==> src/rtl/rgmii_tx_sink.sv <==
// rgmii_tx_sink: PHY-side receiver for the MAC's RGMII transmit stream.
// Takes de-DDR'd nibble pairs, strips preamble/SFD, rebuilds GMII bytes at
// 10/100/1000M and reports frame boundaries, errors and frame counters.
// Optional in-band link status outputs: define RGMII_TX_SINK_INBAND_STATUS_EN.
//
// A "unit" is one sampled symbol: a byte every clock at 1000M, or at 10/100 a
// nibble captured on sample_rise_i and completed (with its error bit) on the
// following sample_fall_i. Every unit is processed on the clock it completes,
// so its result appears one clock later.
//
// state | meaning
// IDLE  | between frames, waiting for TX_EN
// PRE   | counting preamble units, waiting for SFD
// DATA  | assembling and emitting payload bytes
// DROP  | malformed start, discard until TX_EN drops
module rgmii_tx_sink #(
    parameter int cnt_width_p    = 16,
    parameter int min_preamble_p = 1
) (
    input  logic                   clk_i,
    input  logic                   reset_i,
    input  logic [1:0]             speed_i,
    input  logic                   sample_rise_i,
    input  logic                   sample_fall_i,
    input  logic [3:0]             txd_1_i,
    input  logic [3:0]             txd_2_i,
    input  logic                   tx_ctl_1_i,
    input  logic                   tx_ctl_2_i,
    output logic [7:0]             rx_data_o,
    output logic                   rx_v_o,
    output logic                   rx_er_o,
    output logic                   frame_start_o,
    output logic                   frame_end_o,
    output logic                   frame_bad_o,
    output logic [cnt_width_p-1:0] frame_count_o,
    output logic [cnt_width_p-1:0] err_count_o
`ifdef RGMII_TX_SINK_INBAND_STATUS_EN
    ,
    output logic                   link_o,
    output logic [1:0]             link_speed_o,
    output logic                   duplex_o
`endif
);

    typedef enum logic [1:0] {IDLE, PRE, DATA, DROP} state_t;

    localparam logic [7:0] min_pre = 8'(min_preamble_p);

    state_t     state, state_nxt;
    logic [1:0] speed_q;
    logic [3:0] nib_q;
    logic       en_q;
    logic       nib_v;
    logic       half, half_nxt;
    logic [3:0] low_nib, low_nib_nxt;
    logic       low_er, low_er_nxt;
    logic [7:0] pre_cnt, pre_cnt_nxt;
    logic       bad, bad_nxt;
    logic       first, first_nxt;

    logic [7:0] data_nxt;
    logic       v_nxt, er_nxt, start_nxt, end_nxt, fbad_nxt;

    logic       gig, spd_chg;
    logic       unit_v, unit_en, unit_er;
    logic [7:0] unit_val;
    logic       is_pre, is_sfd;

    // Decode the current unit for the active speed.
    always_comb begin
        gig      = speed_i[1];
        spd_chg  = (speed_i != speed_q);
        unit_v   = 1'b0;
        unit_en  = 1'b0;
        unit_er  = 1'b0;
        unit_val = 8'h00;
        is_pre   = 1'b0;
        is_sfd   = 1'b0;
        if (gig) begin
            unit_v   = !spd_chg;
            unit_en  = tx_ctl_1_i;
            unit_er  = tx_ctl_1_i ^ tx_ctl_2_i;
            unit_val = {txd_2_i, txd_1_i};
            is_pre   = (unit_val == 8'h55);
            is_sfd   = (unit_val == 8'hD5);
        end else begin
            unit_v   = !spd_chg && sample_fall_i && nib_v;
            unit_en  = en_q;
            unit_er  = en_q ^ tx_ctl_1_i;
            unit_val = {4'h0, nib_q};
            is_pre   = (nib_q == 4'h5);
            is_sfd   = (nib_q == 4'hD);
        end
    end

    // Capture the 10/100 nibble and TX_EN on the rising strobe.
    always_ff @(posedge clk_i or posedge reset_i) begin
        if (reset_i) begin
            nib_q <= 4'h0;
            en_q  <= 1'b0;
            nib_v <= 1'b0;
        end else if (spd_chg) begin
            nib_v <= 1'b0;
        end else if (!gig && sample_rise_i) begin
            nib_q <= txd_1_i;
            en_q  <= tx_ctl_1_i;
            nib_v <= 1'b1;
        end else if (!gig && unit_v) begin
            nib_v <= 1'b0;
        end
    end

    // Next-state and output decode.
    always_comb begin
        state_nxt   = state;
        half_nxt    = half;
        low_nib_nxt = low_nib;
        low_er_nxt  = low_er;
        pre_cnt_nxt = pre_cnt;
        bad_nxt     = bad;
        first_nxt   = first;
        data_nxt    = rx_data_o;
        v_nxt       = 1'b0;
        er_nxt      = 1'b0;
        start_nxt   = 1'b0;
        end_nxt     = 1'b0;
        fbad_nxt    = 1'b0;
        if (spd_chg) begin
            half_nxt = 1'b0;
            if (state != IDLE) begin
                state_nxt = IDLE;
                end_nxt   = 1'b1;
                fbad_nxt  = 1'b1;
            end
        end else if (unit_v) begin
            case (state)
                IDLE: begin
                    if (unit_en) begin
                        if (is_pre) begin
                            state_nxt   = PRE;
                            pre_cnt_nxt = 8'd1;
                        end else begin
                            state_nxt = DROP;
                        end
                    end
                end
                PRE: begin
                    if (!unit_en) begin
                        state_nxt = IDLE;
                        end_nxt   = 1'b1;
                        fbad_nxt  = 1'b1;
                    end else if (is_pre) begin
                        if (pre_cnt != 8'hFF) pre_cnt_nxt = pre_cnt + 8'd1;
                    end else if (is_sfd && pre_cnt >= min_pre) begin
                        state_nxt = DATA;
                        half_nxt  = 1'b0;
                        bad_nxt   = 1'b0;
                        first_nxt = 1'b1;
                    end else begin
                        state_nxt = DROP;
                    end
                end
                DATA: begin
                    if (!unit_en) begin
                        // A dangling low nibble is discarded and spoils the frame.
                        state_nxt = IDLE;
                        end_nxt   = 1'b1;
                        fbad_nxt  = bad | half;
                        half_nxt  = 1'b0;
                    end else if (gig) begin
                        v_nxt     = 1'b1;
                        data_nxt  = unit_val;
                        er_nxt    = unit_er;
                        start_nxt = first;
                        first_nxt = 1'b0;
                        bad_nxt   = bad | unit_er;
                    end else if (!half) begin
                        low_nib_nxt = unit_val[3:0];
                        low_er_nxt  = unit_er;
                        half_nxt    = 1'b1;
                    end else begin
                        v_nxt     = 1'b1;
                        data_nxt  = {unit_val[3:0], low_nib};
                        er_nxt    = unit_er | low_er;
                        start_nxt = first;
                        first_nxt = 1'b0;
                        half_nxt  = 1'b0;
                        bad_nxt   = bad | unit_er | low_er;
                    end
                end
                DROP: begin
                    if (!unit_en) begin
                        state_nxt = IDLE;
                        end_nxt   = 1'b1;
                        fbad_nxt  = 1'b1;
                    end
                end
                default: state_nxt = IDLE;
            endcase
        end
    end

    // FSM state, assembly context and registered outputs.
    always_ff @(posedge clk_i or posedge reset_i) begin
        if (reset_i) begin
            state         <= IDLE;
            speed_q       <= 2'b00;
            half          <= 1'b0;
            low_nib       <= 4'h0;
            low_er        <= 1'b0;
            pre_cnt       <= 8'h00;
            bad           <= 1'b0;
            first         <= 1'b0;
            rx_data_o     <= 8'h00;
            rx_v_o        <= 1'b0;
            rx_er_o       <= 1'b0;
            frame_start_o <= 1'b0;
            frame_end_o   <= 1'b0;
            frame_bad_o   <= 1'b0;
        end else begin
            state         <= state_nxt;
            speed_q       <= speed_i;
            half          <= half_nxt;
            low_nib       <= low_nib_nxt;
            low_er        <= low_er_nxt;
            pre_cnt       <= pre_cnt_nxt;
            bad           <= bad_nxt;
            first         <= first_nxt;
            rx_data_o     <= data_nxt;
            rx_v_o        <= v_nxt;
            rx_er_o       <= er_nxt;
            frame_start_o <= start_nxt;
            frame_end_o   <= end_nxt;
            frame_bad_o   <= fbad_nxt;
        end
    end

    // Saturating good/bad frame counters, bumped as each frame ends.
    always_ff @(posedge clk_i or posedge reset_i) begin
        if (reset_i) begin
            frame_count_o <= '0;
            err_count_o   <= '0;
        end else if (end_nxt) begin
            if (fbad_nxt) begin
                if (err_count_o != '1) err_count_o <= err_count_o + 1'b1;
            end else begin
                if (frame_count_o != '1) frame_count_o <= frame_count_o + 1'b1;
            end
        end
    end

`ifdef RGMII_TX_SINK_INBAND_STATUS_EN
    // In-band status from interframe symbols; holds while a frame is active.
    always_ff @(posedge clk_i or posedge reset_i) begin
        if (reset_i) begin
            link_o       <= 1'b0;
            link_speed_o <= 2'b00;
            duplex_o     <= 1'b0;
        end else if (unit_v && !unit_en && !unit_er) begin
            link_o       <= unit_val[0];
            link_speed_o <= unit_val[2:1];
            duplex_o     <= unit_val[3];
        end
    end
`endif

endmodule

==> config.mk <==
export PLATFORM = sky130hd
export DESIGN_NAME = rgmii_tx_sink
export DESIGN_NICKNAME = d
export VERILOG_FILES = /design/src/rtl/rgmii_tx_sink.sv
export SDC_FILE = /design/constraint.sdc
export NUM_CORES = 1
export LEC_CHECK = 0
export CAP_MARGIN = 20
export CORE_MARGIN = 4
export CORE_UTILIZATION = 50
export DETAILED_ROUTE_END_ITERATION = 8
export PLACE_DENSITY = 0.76
export SLEW_MARGIN = 20
export SYNTH_ARGS = -nofsm -noshare
export SYNTH_HDL_FRONTEND = slang
export SYNTH_SLANG_ARGS = --single-unit
==> constraint.sdc <==
create_clock -name clk_i -period 3.3 [get_ports clk_i]
set_clock_uncertainty 0.1 [all_clocks]
set_input_delay 0.825 -clock clk_i [delete_from_list [all_inputs] [get_ports clk_i]]
set_output_delay 0.825 -clock clk_i [all_outputs]
set_load 0.005 [all_outputs]
==> key figures <==
Global routing
  • First-pass GRT wire length: 13.4 mm
  • GRT Residual Overflow: 0
  • All-Layer GR Usage: 0.192
  • Vias in the first global route: 2810
  • Initial antenna violation count: 0
  • Largest net degree at the start of global routing: 39

Timing
  • TNS Setup: 0 ps
  • Fmax: 0.356 GHz
  • Final hold violation count: 0
  • Worst Max-Slew Pin Slew: 530 ps
  • Crit path time final: 2810 ps
  • RSZ-0062 raised after global routing: no
  • Fin crit share: 0.851
  • Worst hold slack: 392 ps
  • Slew HR: 0.646
  • Setup violators final: 0
  • Setup slack after layout: 493 ps
  • Slew Viols, Final: 0

Setup path
  • R2r worst-path depth: 4
  • Critical path type: in -> reg
  • R2R Setup Slk: 1140 ps
  • Arrival time at the worst endpoint: 2960 ps
  • Critical Path Source: speed_i[1]
  • Startpoint types: input pin
  • CP peak stage delay: 580 ps
  • Critical Path Slowest Stage Cell: clkdlybuf4s50_1
  • CP Cell Sequence: clkdlybuf4s50_1, buf_4, or3_4, o2bb2ai_2, or4_1, o31ai_1
  • Worst EP required: 3450 ps
  • Setup crit end kind: flop
  • Worst R2R End: frame_count_o[1]$_DFFE_PP0P_
  • Crit-path max FO: 11
  • Worst reg2reg startpoint: frame_count_o[2]$_DFFE_PP0P_

Pwr
  • Clock power frac: 0.351
  • Pint: 1.45 mW
  • Psw: 0.514 mW
  • Sequential Power Share: 0.509
  • Power share of the combinational group: 0.140
  • Sw Ratio: 0.261
  • PD cells: 428 nW/um2
  • Leakage: 1.99 nW
  • Max VDD drop: 0.000317 V
  • Pwr Total: 1.97 mW

Clocking
  • CTS Sinks: 71
  • Hold_buf cts: 0
  • Post-CTS setup repair buffer count: 0
  • Clock buffer depth: 2
  • CTS H-tree lvls: 3
  • CTS Buf Count: 9
  • Clock latency on the worst-skew pair: 350 ps
  • CTS tree: yes
  • CTS clk-pin slew, worst paths: 70 ps
  • Clock root buffer master: clkbuf_8
  • Cts repair resizes: 0

Route
  • # DRC: 0
  • Vias: 2833
  • DRT antenna net count: 0
  • Post-DR wirelength/cell: 15.3 um
  • Initial DRC count: 165
  • Routed WL: 7.88 mm
  • Vias per cell: 5.49
  • DRT Pass-1 Iters: 4

Layout
  • Area growth syn-to-layout: 24.6%
  • Share of cells above drive strength 1: 0.127
  • Reg area: 1780 um2
  • Diode count: 0
  • Fillers: 605
  • Area occupied by multi-input gates: 1790 um2
  • # nets final: 433

Synth
  • Post-synth cell types: 62
  • Warnings, synthesis: 0
  • Synth Cell Area: 3680 um2
  • Synth Register Bits: 71
  • Ys flop type: dfrtp_1
  • Mean Syn Cell Area: 10.6 um2
  • Fraction of registers with async set/reset: 1.00
  • Post-synth EDFFs: 0
  • Post-synthesis sequential area ratio: 0.483
  • Synthesized Nets: 368
  • Post-Syn Instances: 347

Status
  • Status: finished, final reports clean

Placement
  • DP HPWL: 5.72 mm
  • DP Worst Slack: 120 ps
  • PortBufs: 60
  • GP Congestion: 0.839

Run
  • MaxCap Viol Count: 0

Min path
  • Worst Hold Class: reg -> reg
  • Hold path cells: 1
  • Hold Path Sink: frame_start_o$_DFF_PP0_
  • Hold Startpoint: first$_DFFE_PP0P_

Floorplanning
  • Initial Utilization: 0.510
  • Die area: 8800 um2
  • I/O Pins: 61
  • Chip width: 93.8 um
  • Cell row count: 31
  • Core area: 7210 um2
  • DIE HEIGHT: 93.8 um
==> through the flow <==
step,std cells,instance area (um2),util
2_1_floorplan,347,3680,-
5_1_grt,516,4590,0.636
6_report,516,4590,0.636
3_3_place_gp,500,4400,0.609
3_5_place_dp,500,4400,0.609
4_1_cts,516,4590,0.636
==> power by group through the flow <==
stage / combinational [mW] / clock (mW) / sequential [mW]
after floorplan: 0.162 / 0 / 1.00
after global placement: 0.273 / 0 / 1.01
after detailed placement: 0.277 / 0 / 1.02
after CTS: 0.279 / 0.701 / 1.00
after global routing: 0.304 / 0.739 / 1.01
final: 0.276 / 0.689 / 1.00
==> logic make-up after synthesis <==
logic type | share of synthesized area
simple gates | 0.220
mux | 0.0625
buf+inv | 0.0316
flops | 0.483
fa+ha+maj | 0.0170
compound gates | 0.101
xor+xnor | 0.0857
==> metal layers <==
layer,vias up,wire (um),GRT usage,share of wire
li1,1365,-,-,-
met1,1383,3670,0.259,0.47
met2,78,3750,0.295,0.48
met3,7,380,0.0529,0.048
met4,0,89,0.0734,0.011
met5,-,0,0,0
==> cells in the final DEF, fill, tap and decap left out, types with 3 or more instances in the layout <==
cell	instances
a21oi_1	13
xnor2_1	9
or2_2	3
nor2b_1	4
ha_1	5
and4_1	4
xor2_1	22
mux2_2	11
nand3b_1	4
dfrtp_1	71
inv_1	9
clkbuf_1	3
o21ai_0	10
buf_4	6
nand3_1	11
clkbuf_8	10
mux2i_1	8
and2_1	4
nand2_1	31
nor3_1	9
nor4_1	6
nor3_2	3
nor2_1	32
and3_1	4
clkdlybuf4s50_1	60
nand4_1	9
==> registers in the layout (all words and copies together), names as in the netlist, 2 cells and up <==
register       count
err_count_o       16
low_nib            4
frame_count_o     16
state              2
pre_cnt            8
speed_q            2
rx_data_o          8
nib_q              4
==> worst max-delay path by stage <==
| stage | cells after the start | to | slack (ps) |
|---|---|---|---|
| 2_1_floorplan | 1 | bad$_DFFE_PP0P_ | 580 |
| 3_3_place_gp | 6 | pre_cnt[5]$_DFFE_PP0P_ | 240 |
| 3_5_place_dp | 6 | pre_cnt[7]$_DFFE_PP0P_ | 120 |
| 4_1_cts | 6 | pre_cnt[7]$_DFFE_PP0P_ | 520 |
| 5_1_grt | 6 | pre_cnt[7]$_DFFE_PP0P_ | 390 |
| 6_report | 6 | pre_cnt[7]$_DFFE_PP0P_ | 490 |
==> critical path, delay by kind of cell <==
kind            cells  cell delay, ps
compound gates      2             420
simple gates        2             880
buf+inv             2             840
==> final cells by class <==
cell class | count | share of cell area
flip-flops and latches | 71 | 0.387
well taps | 99 | 0.0270
clock buffers | 13 | 0.0325
inverters | 10 | 0.00818
clock inverters | 3 | 0.00927
repair buffers | 67 | 0.145
multi-input cells | 253 | 0.391
==> Yosys cell counts, types with 3 or more instances <==
cell type | instances | area, um2
nor2_1 | 32 | 120
nand4_1 | 9 | 56.3
and3_1 | 4 | 25.0
buf_6 | 3 | 33.8
clkbuf_1 | 4 | 15.0
or2_2 | 3 | 18.8
dfrtp_1 | 71 | 1780
nor2b_1 | 4 | 25.0
mux2_2 | 11 | 124
ha_1 | 5 | 62.6
o21ai_0 | 10 | 50.1
nand3_1 | 11 | 55.1
inv_1 | 10 | 37.5
mux2i_1 | 8 | 80.1
a21oi_1 | 13 | 65.1
nand3b_1 | 4 | 30.0
and4_1 | 4 | 35.0
nand2_1 | 31 | 116
xnor2_1 | 9 | 78.8
and2_1 | 4 | 25.0
nor3_1 | 10 | 50.1
xor2_1 | 22 | 193
nor4_1 | 6 | 37.5
buf_2 | 6 | 30.0
No activity file was read; power rests on OpenSTA's default activity.
